$ cat src/rtl/iterative_multiplier.sv
// Iterative RV32M multiplier: shift-add, one multiplier bit per cycle.
// Optional macro MUL_EARLY_EXIT_EN ends the add loop once the multiplier is zero.
module iterative_multiplier #(
    parameter int N = 32
) (
    input  logic         clk,
    input  logic         rst,
    input  logic         start,
    input  logic [1:0]   op,
    input  logic [N-1:0] rs1_data,
    input  logic [N-1:0] rs2_data,
    input  logic [4:0]   rd_addr,
    output logic         busy,
    output logic         wr_ena,
    output logic [4:0]   wr_addr,
    output logic [N-1:0] wr_data
);

    localparam int CW = $clog2(N);

    typedef enum logic [1:0] {
        IDLE,
        RUN,
        SIGN,
        DONE
    } state_t;

    state_t           state_q, state_d;
    logic [1:0]       op_q, op_d;
    logic [4:0]       rd_q, rd_d;
    logic             neg_q, neg_d;
    logic [2*N-1:0]   acc_q, acc_d;
    logic [2*N-1:0]   mcand_q, mcand_d;
    logic [N-1:0]     mplier_q, mplier_d;
    logic [CW-1:0]    cnt_q, cnt_d;
    logic [4:0]       wr_addr_q, wr_addr_d;
    logic [N-1:0]     wr_data_q, wr_data_d;

    logic             neg1, neg2;
    logic [N-1:0]     mag1, mag2;
    logic             step;
    logic             last;

    // Operand sign handling: MULHU is unsigned/unsigned, MULHSU signs rs1 only
    always_comb begin
        neg1 = (op != 2'b11) & rs1_data[N-1];
        neg2 = ~op[1] & rs2_data[N-1];
        mag1 = neg1 ? (~rs1_data + 1'b1) : rs1_data;
        mag2 = neg2 ? (~rs2_data + 1'b1) : rs2_data;
    end

`ifdef MUL_EARLY_EXIT_EN
    assign step = (mplier_q != '0);
`else
    assign step = 1'b1;
`endif
    assign last = (cnt_q == CW'(N - 1));

    // State register and datapath registers with synchronous reset
    always_ff @(posedge clk) begin
        if (rst) begin
            state_q   <= IDLE;
            op_q      <= '0;
            rd_q      <= '0;
            neg_q     <= 1'b0;
            acc_q     <= '0;
            mcand_q   <= '0;
            mplier_q  <= '0;
            cnt_q     <= '0;
            wr_addr_q <= '0;
            wr_data_q <= '0;
        end else begin
            state_q   <= state_d;
            op_q      <= op_d;
            rd_q      <= rd_d;
            neg_q     <= neg_d;
            acc_q     <= acc_d;
            mcand_q   <= mcand_d;
            mplier_q  <= mplier_d;
            cnt_q     <= cnt_d;
            wr_addr_q <= wr_addr_d;
            wr_data_q <= wr_data_d;
        end
    end

    // Next-state logic
    always_comb begin
        state_d = state_q;
        unique case (state_q)
            IDLE: if (start) state_d = RUN;
            RUN:  if (!step || last) state_d = SIGN;
            SIGN: state_d = DONE;
            DONE: state_d = IDLE;
            default: state_d = IDLE;
        endcase
    end

    // Datapath next values: operand capture, shift-add, sign fix-up, result latch
    always_comb begin
        op_d      = op_q;
        rd_d      = rd_q;
        neg_d     = neg_q;
        acc_d     = acc_q;
        mcand_d   = mcand_q;
        mplier_d  = mplier_q;
        cnt_d     = cnt_q;
        wr_addr_d = wr_addr_q;
        wr_data_d = wr_data_q;
        unique case (state_q)
            IDLE: begin
                if (start) begin
                    op_d     = op;
                    rd_d     = rd_addr;
                    neg_d    = neg1 ^ neg2;
                    acc_d    = '0;
                    mcand_d  = {{N{1'b0}}, mag1};
                    mplier_d = mag2;
                    cnt_d    = '0;
                end
            end
            RUN: begin
                if (step) begin
                    if (mplier_q[0]) acc_d = acc_q + mcand_q;
                    mcand_d  = mcand_q << 1;
                    mplier_d = mplier_q >> 1;
                    cnt_d    = cnt_q + 1'b1;
                end
            end
            SIGN: begin
                if (neg_q) acc_d = ~acc_q + 1'b1;
                wr_addr_d = rd_q;
                wr_data_d = (op_q == 2'b00) ? acc_d[N-1:0] : acc_d[2*N-1:N];
            end
            default: ;
        endcase
    end

    // Outputs: write strobe only in DONE and never to x0
    always_comb begin
        busy    = (state_q != IDLE);
        wr_ena  = (state_q == DONE) && (rd_q != 5'd0);
        wr_addr = wr_addr_q;
        wr_data = wr_data_q;
    end

endmodule

$ cat config.mk
export PLATFORM = sky130hd
export DESIGN_NAME = iterative_multiplier
export DESIGN_NICKNAME = d
export VERILOG_FILES = /design/src/rtl/iterative_multiplier.sv
export SDC_FILE = /design/constraint.sdc
export NUM_CORES = 1
export LEC_CHECK = 0
export CORE_MARGIN = 2
export CORE_UTILIZATION = 30
export CTS_CLUSTER_DIAMETER = 120
export DETAILED_ROUTE_END_ITERATION = 7
export GPL_TIMING_DRIVEN = 0
export HOLD_SLACK_MARGIN = 0.05
export PLACE_DENSITY = 0.42
export SYNTH_ARGS = -nofsm -noshare
export SYNTH_HDL_FRONTEND = slang
export SYNTH_SLANG_ARGS = --single-unit
$ cat constraint.sdc
create_clock -name clk -period 3.9 [get_ports clk]
set_clock_uncertainty 0.2 [all_clocks]
set_input_delay 0.78 -clock clk [delete_from_list [all_inputs] [get_ports clk]]
set_output_delay 0.78 -clock clk [all_outputs]
set_load 0.01 [all_outputs]
==> run summary, run 1 <==
outcome: finished, final reports clean
P_leak: 7.359 nW
First-pass DRT Iterations: 6
CP Class: reg2reg
RSZ-0062 raised after global routing: false
Yosys top cell area share: 26.83%
slew margin rel.: 20.74%
DIE AREA: 54570 um2
CP Max Fanout: 8
clk sinks: 212
# nets final: 2481
crit path DAT: 3970 ps
GR Overflow Total: 0
register area share after synthesis: 26.83%
global-route wire length before repair: 102800 um
yosys warns: 0
# placed instances: 2983
port bufs: 111
vias per cell: 5.555
area leader, netlist: dfxtp_1
fin cells: 3047
DP Area: 17790 um2
CTS Buffer Depth: 3
Global Route Usage Sum: 24.84%
post-route ant nets: 0
largest net degree at the start of global routing: 15
Avg WL per Cell: 22.52 um
CP endpoint kind: register
number of flops mapped to enable cells by yosys: 0
via count: 16925
Total Power: 10.23 mW
multi-input logic area: 10990 um2
initial antenna violation count: 2
largest cells by area after synthesis: dfxtp_1 27%, nand2_1 8.8%, a21oi_1 7.1%, ha_1 5.7%, xnor2_1 4.9%
die height: 233.6 um
TritonCTS clock tree: done
final wirelength: 68620 um
CP required: 4140 ps
vias in the first global route: 16306
Post-DP HPWL: 53750 um
gpl congestion: 0.9219
Power Dens Cells: 536.5 nW/um2
# H-tree levels: 1
min cycle time layout: 3734 ps
critical path's slowest cell: or4_4
total area of sequential cells: 4248 um2
Hold Violations, Final: 0
worst hold slack: 251.6 ps
fmax: 267.8 MHz
Async SR Flop Fraction: 0%
max-cap violation count: 0
Max VDD drop: 355.5 uV
register bit total from synthesis: 212
Num CTS Buffers: 30
final setup fails: 0
CP Launch Type: register
number of remaining DRC errors: 0
worst-path cell chain: or4_4 > nor4_2 > nand2_1 > or2_1 > clkbuf_1 > o31ai_1 > xor2_1 > o21ai_1 > mux2i_1 > nor2_1
Mapped Nets: 2331
core area: 52340 um2
Cell variety after synth: 83
part of the cycle the worst path needs: 95.73%
area grow syn2layout: 20.55%
Mean Syn Cell Area: 7.242 um2
CTS Root Cell: clkbuf_16
final instance area: 19070 um2
Clk Latency, worst-skew pair: 590 ps
row count: 84
top_reg_cell synth: dfxtp_1
synthesized area: 15820 um2
Initial Utilization: 30.22%
Hold Crit Class: reg2reg
Fillers: 5643
Iter 0 DRT Violations: 1484
layout cell share with drive strength beyond 1: 5.386%
Worst Tran Pin Value: 1189 ps
clk slew on worst S/H paths: 60 ps
IO Pins: 113
Die Width: 233.6 um
Slew Limit Fails: 0
slowest stage delay, CP: 620 ps
Mapped Cells: 2184
## sequential cells by signal, indices dropped and copies added (netlist names)
signal and cells:
acc_q 64, state_q 2, neg_q 1, rd_q 5, op_q 2, wr_addr 5, mplier_q 32, wr_data 32
mcand_q 64, cnt_q 5
## routing by layer
metal / track usage (%) / share of wire, %
met2: 40.22 / 45
met4: 6.883 / 2.5
met3: 4.285 / 6.4
met1: 33.75 / 46
met5: 0 / 0.019
## synthesized netlist by cell type (all sizes together) (22+ instances only)
cell type,count
a22oi,41
or3,31
nor2,194
mux2i,24
xnor2,89
dfxtp,212
a31oi,22
nor3,65
ha,72
a21o,44
o31ai,34
xor2,64
nand4,24
clkbuf,124
nand2,372
a21oi,224
inv,39
o21ai,171
nand3,32
## report_power, final
part	switching [mW]	internal, mW	leakage [nW]
logic	3.10	1.28	5.10
clock network	1.13	1.92	0.543
registers	0.312	2.48	1.72
total	4.54	5.69	7.36
## cell families (layout without fill, tap and decap cells)
logic type	after synthesis	count (layout)	share of synthesized area [%]
flops	212	212	26.83
simple gates	838	838	24.37
xor+xnor	153	153	8.472
fa+ha+maj	73	73	5.822
other cells	0	1	0
compound gates	704	704	28.70
buf+inv	180	354	4.288
mux	24	24	1.519
## what timing repair did
item / 4_1_cts / 5_1_grt
endpoints found under the setup margin: 59 / 76
pin swaps: 2 / 5
hold buffers: 0 / 0
resized for setup: 11 / 27
buffers inserted: 1 / 6
## stage by stage
step | worst slack, ps | setup TNS [ps] | utilization [%]
3_3_place_gp | -1084 | -54210 | 33.99
4_1_cts | 44.60 | 0 | 36.19
3_5_place_dp | -1093 | -54520 | 33.99
2_1_floorplan | 632.0 | 0 | -
6_report | 166.4 | 0 | 36.43
5_1_grt | 13.95 | 0 | 36.42
## area by class of cell
cell class,instances,share of cell area (%)
diodes,1,0.01312
flip-flops and latches,212,22.28
inverters,40,0.7875
multi-input cells,1792,57.63
repair buffers,119,6.162
well taps,688,4.515
clock inverters,13,1.050
plain buffers,139,2.841
clock buffers,43,4.725
## layout by cell type, fill, tap and decap left out, types with 41 or more instances in the layout
| cell type | instances |
|---|---|
| nand2_1 | 372 |
| a21oi_1 | 222 |
| dfxtp_1 | 209 |
| nor2_1 | 194 |
| o21ai_0 | 133 |
| clkbuf_1 | 119 |
| clkdlybuf4s50_1 | 111 |
| xnor2_1 | 89 |
| ha_1 | 70 |
| xor2_1 | 64 |
| nor3_1 | 63 |
| a21o_1 | 44 |
| a22oi_1 | 41 |
## worst max-delay path: cells and delay by family (launching register included)
kind / cells / cell delay (ps)
AND/OR/NAND/NOR: 5 / 1560
flip-flops: 1 / 420
AO/OA/AOI/OAI: 2 / 590
XOR/XNOR: 1 / 430
buffers and inverters: 1 / 210
multiplexers: 1 / 160
## path summary, 6_finish.rpt
kind	start	to	slack, ps	cells after the start
max	acc_q[26]$_SDFFE_PP0P_	wr_data[3]$_SDFFE_PP0P_	170	10
min	mplier_q[30]$_SDFFE_PP0P_	mplier_q[30]$_SDFFE_PP0P_	250	2
max reg2reg	acc_q[26]$_SDFFE_PP0P_	wr_data[3]$_SDFFE_PP0P_	170	10
min reg2reg	mplier_q[30]$_SDFFE_PP0P_	mplier_q[30]$_SDFFE_PP0P_	250	2
Note: power is estimated with default switching activity, not from simulation.
==> run 2, diff against run 1 <==
Settings changed: PLACE_DENSITY 0.42 to unset, PLACE_DENSITY_LB_ADDON set to 0.05.
==> run summary, run 2 (synthesis results as in run 1) <==
IO Pins: 113
setup slack, reg-to-reg: 60 ps
Clk Latency, worst-skew pair: 590 ps
Reg-to-Reg End: acc_q[19]$_SDFFE_PP0P_
fmax: 260.4 MHz
P_leak: 7.317 nW
CP required: 4210 ps
slew margin rel.: 28.08%
gpl congestion: 0.9168
part of the cycle the worst path needs: 98.47%
TritonCTS clock tree: done
CTS Root Cell: clkbuf_16
Slew Limit Fails: 0
largest net degree at the start of global routing: 15
Post-DP HPWL: 53310 um
DIE AREA: 54570 um2
fin util: 36.28%
port bufs: 111
crit path DAT: 4150 ps
DP Area: 17790 um2
core area: 52340 um2
final instance area: 18990 um2
GR Overflow Total: 0
post-route ant nets: 0
Total Power: 10.12 mW
CTS Buffer Depth: 3
Avg WL per Cell: 22.47 um
reg2reg path depth: 12
Hold Violations, Final: 0
most common cell after layout, fill and taps aside: nand2_1
clk slew on worst S/H paths: 60 ps
layout cell share with drive strength beyond 1: 5.013%
Max VDD drop: 315.8 uV
Iter 0 DRT Violations: 1627
worst hold slack: 251.7 ps
CP Max Fanout: 10
final setup fails: 0
clk sinks: 212
Initial Utilization: 30.22%
top flop regs: acc_q: 64 flops, mcand_q: 64 flops
die height: 233.6 um
Setup TNS: 0 ps
hold path startpoint: mplier_q[15]$_SDFFE_PP0P_
Hold Path Cell Cnt: 2
via count: 17063
combinational power share: 43.6%
antenna fix cells: 0
min cycle time layout: 3840 ps
number of remaining DRC errors: 0
Worst Tran Pin Value: 1079 ps
most frequent cells in the layout: 372 x nand2_1, 221 x a21oi_1, 209 x dfxtp_1
vias per cell: 5.609
Seq pwr share: 27.5%
area grow syn2layout: 20.05%
final wirelength: 68370 um
CP Launch Type: register
row count: 84
Hold Crit Class: reg2reg
Num CTS Buffers: 29
max-cap violation count: 0
initial antenna violation count: 4
r2r startpoint: state_q[0]$_SDFFE_PP0P_
# nets final: 2478
First-pass DRT Iterations: 5
CP endpoint kind: register
# H-tree levels: 1
Global Route Usage Sum: 24.46%
CP Class: reg2reg
internal power: 5.562 mW
global-route wire length before repair: 101300 um
Hold Path Sink: mplier_q[15]$_SDFFE_PP0P_
clock power share: 28.9%
RSZ-0062 raised after global routing: false
Net Switching: 4.554 mW
Power Dens Cells: 532.8 nW/um2
outcome: finished, final reports clean
Die Width: 233.6 um
vias in the first global route: 15967
Net Sw Frac: 45.02%
## run 2: worst max-delay path by stage
stage	start	endpoint	slack, ps	depth (start not counted)
4_1_cts	mcand_q[2]$_SDFFE_PP0P_	acc_q[63]$_SDFFE_PP0P_	10	11
5_1_grt	state_q[0]$_SDFFE_PP0P_	acc_q[41]$_SDFFE_PP0P_	3	10
3_3_place_gp	start	acc_q[53]$_SDFFE_PP0P_	-1170	11
3_5_place_dp	start	acc_q[53]$_SDFFE_PP0P_	-1140	11
2_1_floorplan	rs2_data[4]	mplier_q[24]$_SDFFE_PP0P_	630	9
6_report	state_q[0]$_SDFFE_PP0P_	acc_q[19]$_SDFFE_PP0P_	60	12
## run 2: critical path, cell delays in order, from the launching register on
cell and delay [ps]:
dfxtp_1 340, inv_1 90, ha_1 260, inv_1 120, nor2_1 410, or3_1 180, clkbuf_1 420, clkbuf_1 690
clkbuf_2 520, a21oi_1 80, a21oi_1 280, a21oi_1 70, nor2_1 90
## run 2: power by group through the flow
stage	combinational (mW)	sequential, mW	clock [mW]
global placement	4.32	2.82	0
global route	4.81	2.83	3.06
finish	4.41	2.79	2.92
floorplan	2.73	2.70	0
CTS	4.34	2.78	2.98
detailed placement	4.31	2.82	0
## run 2: area by class of cell
class / instances / area (um2)
fill: 5601 / 33350
multi-input combinational: 1792 / 11000
sequential: 212 / 4248
timing repair buffer: 116 / 1152
clock buffer: 44 / 872.1
tap: 688 / 860.8
buffer: 140 / 545.5
clock inverter: 10 / 160.2
inverter: 40 / 150.1
## run 2: metal layers
layer | GRT usage, % | vias to the layer above | share of wire, %
met5 | 0 | - | 0
met4 | 6.408 | 0 | 2.6
met3 | 3.296 | 94 | 6.1
met2 | 39.88 | 584 | 45
met1 | 33.72 | 8178 | 46
li1 | - | 8207 | -
## run 2: timing repair
item	4_1_cts	5_1_grt
setup buffers	2	2
gates resized for setup	14	24
pin swaps	2	5
hold buffers	0	0
endpoints found under the setup margin	61	73
cloned	0	0
## run 2: through the flow
step	setup slack [ps]	instances
finish	59.60	3042
global route	2.669	3042
CTS	10.09	3039
detailed placement	-1141	2983
global placement	-1170	2983
floorplan	632.0	2184
==> run 3, diff against run 2 <==
Settings changed: SLEW_MARGIN set to 10.
==> run summary, run 3 (synthesis results as in run 1) <==
CP Max Fanout: 8
Setup TNS: 0 ps
Hold Crit Class: reg2reg
number of remaining DRC errors: 7
Total Power: 10.02 mW
met1 WL: 31850 um
Num CTS Buffers: 28
IO Pins: 113
Global Route Usage Sum: 24.57%
core area: 52340 um2
outcome: finished, violations left
pre-CTS worst setup slack: -1183 ps
violated checks: DRC
Initial Utilization: 30.22%
fin cells: 3040
area grow syn2layout: 19.74%
CP required: 4120 ps
Worst Tran Pin Value: 1093 ps
top flop regs: acc_q: 64 flops, mcand_q: 64 flops
Post-DP HPWL: 53390 um
hold buffer count at cts: 0
Clk Latency, worst-skew pair: 580 ps
TritonCTS clock tree: done
final setup fails: 0
global-route wire length before repair: 102000 um
Iter 0 DRT Violations: 1613
min cycle time layout: 3804 ps
fin util: 36.18%
Avg WL per Cell: 22.44 um
Die Width: 233.6 um
worst hold slack: 253.4 ps
PnR worst setup slack: 95.71 ps
vias per cell: 5.656
CTS Buffer Depth: 3
Slew Limit Fails: 0
top routing layer used: met5
vias in the first global route: 16158
initial antenna violation count: 3
DR WL met2: 30530 um
P_leak: 7.294 nW
clk sinks: 212
metal3 WL: 4024 um
most frequent cells in the layout: 372 x nand2_1, 221 x a21oi_1, 209 x dfxtp_1
DIE AREA: 54570 um2
part of the cycle the worst path needs: 97.55%
CP endpoint kind: register
most common cell after layout, fill and taps aside: nand2_1
gpl congestion: 0.9168
GR Overflow Total: 0
via count: 17195
DP Area: 17790 um2
die height: 233.6 um
Power Dens Cells: 529.2 nW/um2
row count: 84
CTS Root Cell: clkbuf_16
post-route ant nets: 0
First-pass DRT Iterations: 8
# nets final: 2477
slew margin rel.: 27.13%
clk slew on worst S/H paths: 60 ps
final wirelength: 68220 um
fmax: 262.9 MHz
layout cell share with drive strength beyond 1: 4.934%
CP Class: reg2reg
Hold Violations, Final: 0
# placed instances: 2983
RSZ-0062 raised after global routing: false
max-cap violation count: 0
Max VDD drop: 337.8 uV
# H-tree levels: 1
port bufs: 111
crit path DAT: 4030 ps
CP Launch Type: register
final instance area: 18940 um2
largest net degree at the start of global routing: 14
-- run 3: worst max-delay path: stages (launching register included) --
cell and delay [ps]:
dfxtp_1 410, or4_4 610, nor4_2 460, nand2_1 270
or2_1 280, clkbuf_1 190, o31ai_1 450, xor2_1 430
o21ai_1 140, mux2i_1 160, nor2_1 60
-- run 3: power breakdown --
part / internal (mW) / switching (mW)
clock network: 1.73 / 1.09
logic: 1.27 / 3.14
registers: 2.48 / 0.302
-- run 3: final cells by class --
class	instances	area, um2
repair buffers	116	1149
flip-flops and latches	212	4248
multi-input cells	1792	11000
plain buffers	140	539.3
well taps	688	860.8
diodes	1	2.502
fillers	5604	33400
inverters	40	150.1
clock buffers	40	827.0
clock inverters	11	163.9
-- run 3: path summary, 6_finish.rpt --
kind | start | cells past startpoint | end | slack [ps]
setup / recovery | acc_q[26]$_SDFFE_PP0P_ | 10 | wr_data[3]$_SDFFE_PP0P_ | 100
hold / removal | mplier_q[6]$_SDFFE_PP0P_ | 2 | mplier_q[6]$_SDFFE_PP0P_ | 250
setup reg to reg | acc_q[26]$_SDFFE_PP0P_ | 10 | wr_data[3]$_SDFFE_PP0P_ | 100
hold reg to reg | mplier_q[6]$_SDFFE_PP0P_ | 2 | mplier_q[6]$_SDFFE_PP0P_ | 250
-- run 3: metal layers --
metal / global-route usage, % / vias to the layer above
met5: 0 / -
met4: 6.408 / 2
li1: - / 8202
met2: 39.78 / 568
met1: 34.10 / 8322
met3: 3.320 / 101
-- run 3: what timing repair did --
action                     4_1_cts  5_1_grt
setup buffers                    1        4
setup endpoints to repair       61       64
pin swaps                        2        4
gates resized for setup         13       23
==> variant (flow settings as in run 1) <==
Add a define of `MUL_EARLY_EXIT_EN`.
--- a/src/rtl/iterative_multiplier.sv
+++ b/src/rtl/iterative_multiplier.sv
@@ -1,5 +1,7 @@
 // Iterative RV32M multiplier: shift-add, one multiplier bit per cycle.
 // Optional macro MUL_EARLY_EXIT_EN ends the add loop once the multiplier is zero.
+`define MUL_EARLY_EXIT_EN
+
 module iterative_multiplier #(
     parameter int N = 32
 ) (
Formal check against the unedited RTL: not equivalent (a bounded check fails within 4 cycles, from zero or initial values and one cycle with rst high).
==> variant against run 1 <==
Routed wire length fell by 4.0%; critical endpoint is now acc_q[50]$_SDFFE_PP0P_; combinational power rose by 32%; power rose by 11%; non-clock buffer count fell by 3; area after synthesis fell by 4.0%; design area fell by 3.9%; highest routed layer unchanged; sequential cell count did not move; worst setup slack got worse by 0.042 ns.
==> variant: results (changes against run 1) <==
run status -> completed
largest driver fanout on the critical path -> 7 (-1)
share of total power consumed by net switching -> 0.502 (+0.0576)
part of the Yosys area used for sequential elements -> 0.280 (+0.0112)
slowest CP cell -> sky130_fd_sc_hd__dfxtp_4
met1 capacity usage during global routing -> 0.327 (-0.0101)
data arrival time of the worst path -> 4.02 ns (+0.05 ns)
share of post-route cells with drive strength above 1 -> 0.0532 (-0.000644)
fin nets -> 2384 (-3.9%)
Place WS -> -0.715 ns (+0.378 ns)
router iterations before antenna repair -> 5 (-1)
worst-skew pair later-pin latency -> 0.59 ns (about the same)
most numerous cell types in the synthesized netlist -> sky130_fd_sc_hd__nand2_1 (332), sky130_fd_sc_hd__a21oi_1 (269), sky130_fd_sc_hd__dfxtp_1 (212), sky130_fd_sc_hd__nor2_1 (187), sky130_fd_sc_hd__clkbuf_1 (125)
routed vias/inst -> 5.47 (-1.5%)
number of buffers added by the clock tree synthesis step -> 28 (-6.7%)
Syn Nets -> 2238 (-4.0%)
via count of the first global-routing pass -> 15300 (-6.2%)
starting DRC count in detailed routing -> 1150 (-23%)
slowest stage delay, CP -> 0.41 ns (-0.21 ns)
remaining max-slew budget at the tightest pin -> 0.181 (-0.0266)
fraction of met3 tracks used by global routing -> 0.0314 (-0.0115)
hold slack final -> 0.267 ns (+0.0154 ns)
routability congestion estimate -> 0.942 (+2.2%)
final-layout fill cell count -> 5418 (-4.0%)
cell types with the largest area share after synthesis -> sky130_fd_sc_hd__dfxtp_1 (28%), sky130_fd_sc_hd__a21oi_1 (8.9%), sky130_fd_sc_hd__nand2_1 (8.2%), sky130_fd_sc_hd__ha_1 (6.1%), sky130_fd_sc_hd__xnor2_1 (5.5%)
aggregate global-route resource usage -> 0.244 (-0.00443)
Antenna diodes -> 0 (-1)
maximum number of pins on one net before global-route repair -> 16 (+1)
count of unique library cells instantiated by Yosys -> 77 (-7.2%)
peak ir drop on the vdd network -> 0.000377 V (+6.1%)
P_leak -> 0.00673 uW (-8.5%)
final worst-path setup slack -> 0.125 ns (-0.0419 ns)
DP Wirelength -> 52400 um (-2.6%)
met2 Track Usage GR -> 0.404 (+0.00142)
[variant: changes by cell type after synthesis, sizes merged, moves of 14 or more]
cell	before	now
a211oi	11	26
o22ai	4	18
o21ai	171	118
a22oi	41	25
nand2	372	332
nor3	65	40
a21oi	224	269
xor2	64	83
nand3	32	69
a221oi	19	5
or3	31	10
and3	19	5
o211ai	13	47
[variant: cell families after synthesis]
logic type	Yosys count	share of synthesized area
simple gates	754	0.223
mux	17	0.0113
fa+ha+maj	75	0.0623
flops	212	0.280
xor+xnor	179	0.103
buf+inv	177	0.0438
compound gates	675	0.277
[variant: routing by layer]
layer | part of all wire | wire, um | vias up
met4 | 0.034 | 2240 | 2
li1 | - | - | 7829
met1 | 0.46 | 30300 | 7673
met2 | 0.46 | 30200 | 407
met5 | 0.00017 | 11 | -
met3 | 0.048 | 3130 | 102
[variant: power groups by stage]
stage	logic (uW)	registers (uW)	clock network, uW
3_3_place_gp	5650	3030	0
6_report	5770	3010	2560
3_5_place_dp	5680	3030	0
5_1_grt	6290	3060	2700
4_1_cts	5700	2990	2610
2_1_floorplan	3500	2880	0
[variant: what timing repair did]
item,in CTS,in global routing
setup buffers,3,2
hold endpoints to repair,0,0
resized for setup,25,32
pin swaps,5,6
endpoints found under the setup margin,43,60
[variant: cell type report]
type	instances	share of cell area
Buffer	137	0.0283
Clock buffer	37	0.0412
Clock inverter	13	0.00751
Inverter	38	0.00778
Multi-Input combinational cell	1700	0.574
Sequential cell	212	0.232
Tap cell	672	0.0459
Timing Repair Buffer	118	0.0637
[variant: worst paths after layout]
check / start / end / cells after the start
max: acc_q[0]$_SDFFE_PP0P_ / acc_q[50]$_SDFFE_PP0P_ / 14
min: cnt_q[4]$_SDFFE_PP0P_ / cnt_q[4]$_SDFFE_PP0P_ / 2
max reg2reg: acc_q[0]$_SDFFE_PP0P_ / acc_q[50]$_SDFFE_PP0P_ / 14
min reg2reg: cnt_q[4]$_SDFFE_PP0P_ / cnt_q[4]$_SDFFE_PP0P_ / 2
[variant: per-stage QoR]
stage	instance area, um^2	total power (uW)	instances
after floorplan	15200	6380	2089
after global placement	17100	8680	2872
after detailed placement	17200	8710	2874
after CTS	18200	11300	2927
after global routing	18300	12100	2927
final	18300	11300	2927
[variant: worst max-delay path, delay by kind of cell (launching register included)]
kind / cells / cell delay [ns]
AOI/OAI and AO/OA: 7 / 1.45
xor gates and xnor gates: 1 / 0.28
adders and majority gates: 2 / 0.64
buffers and inverters: 2 / 0.30
DFF: 1 / 0.41
and+or+nand+nor: 2 / 0.33
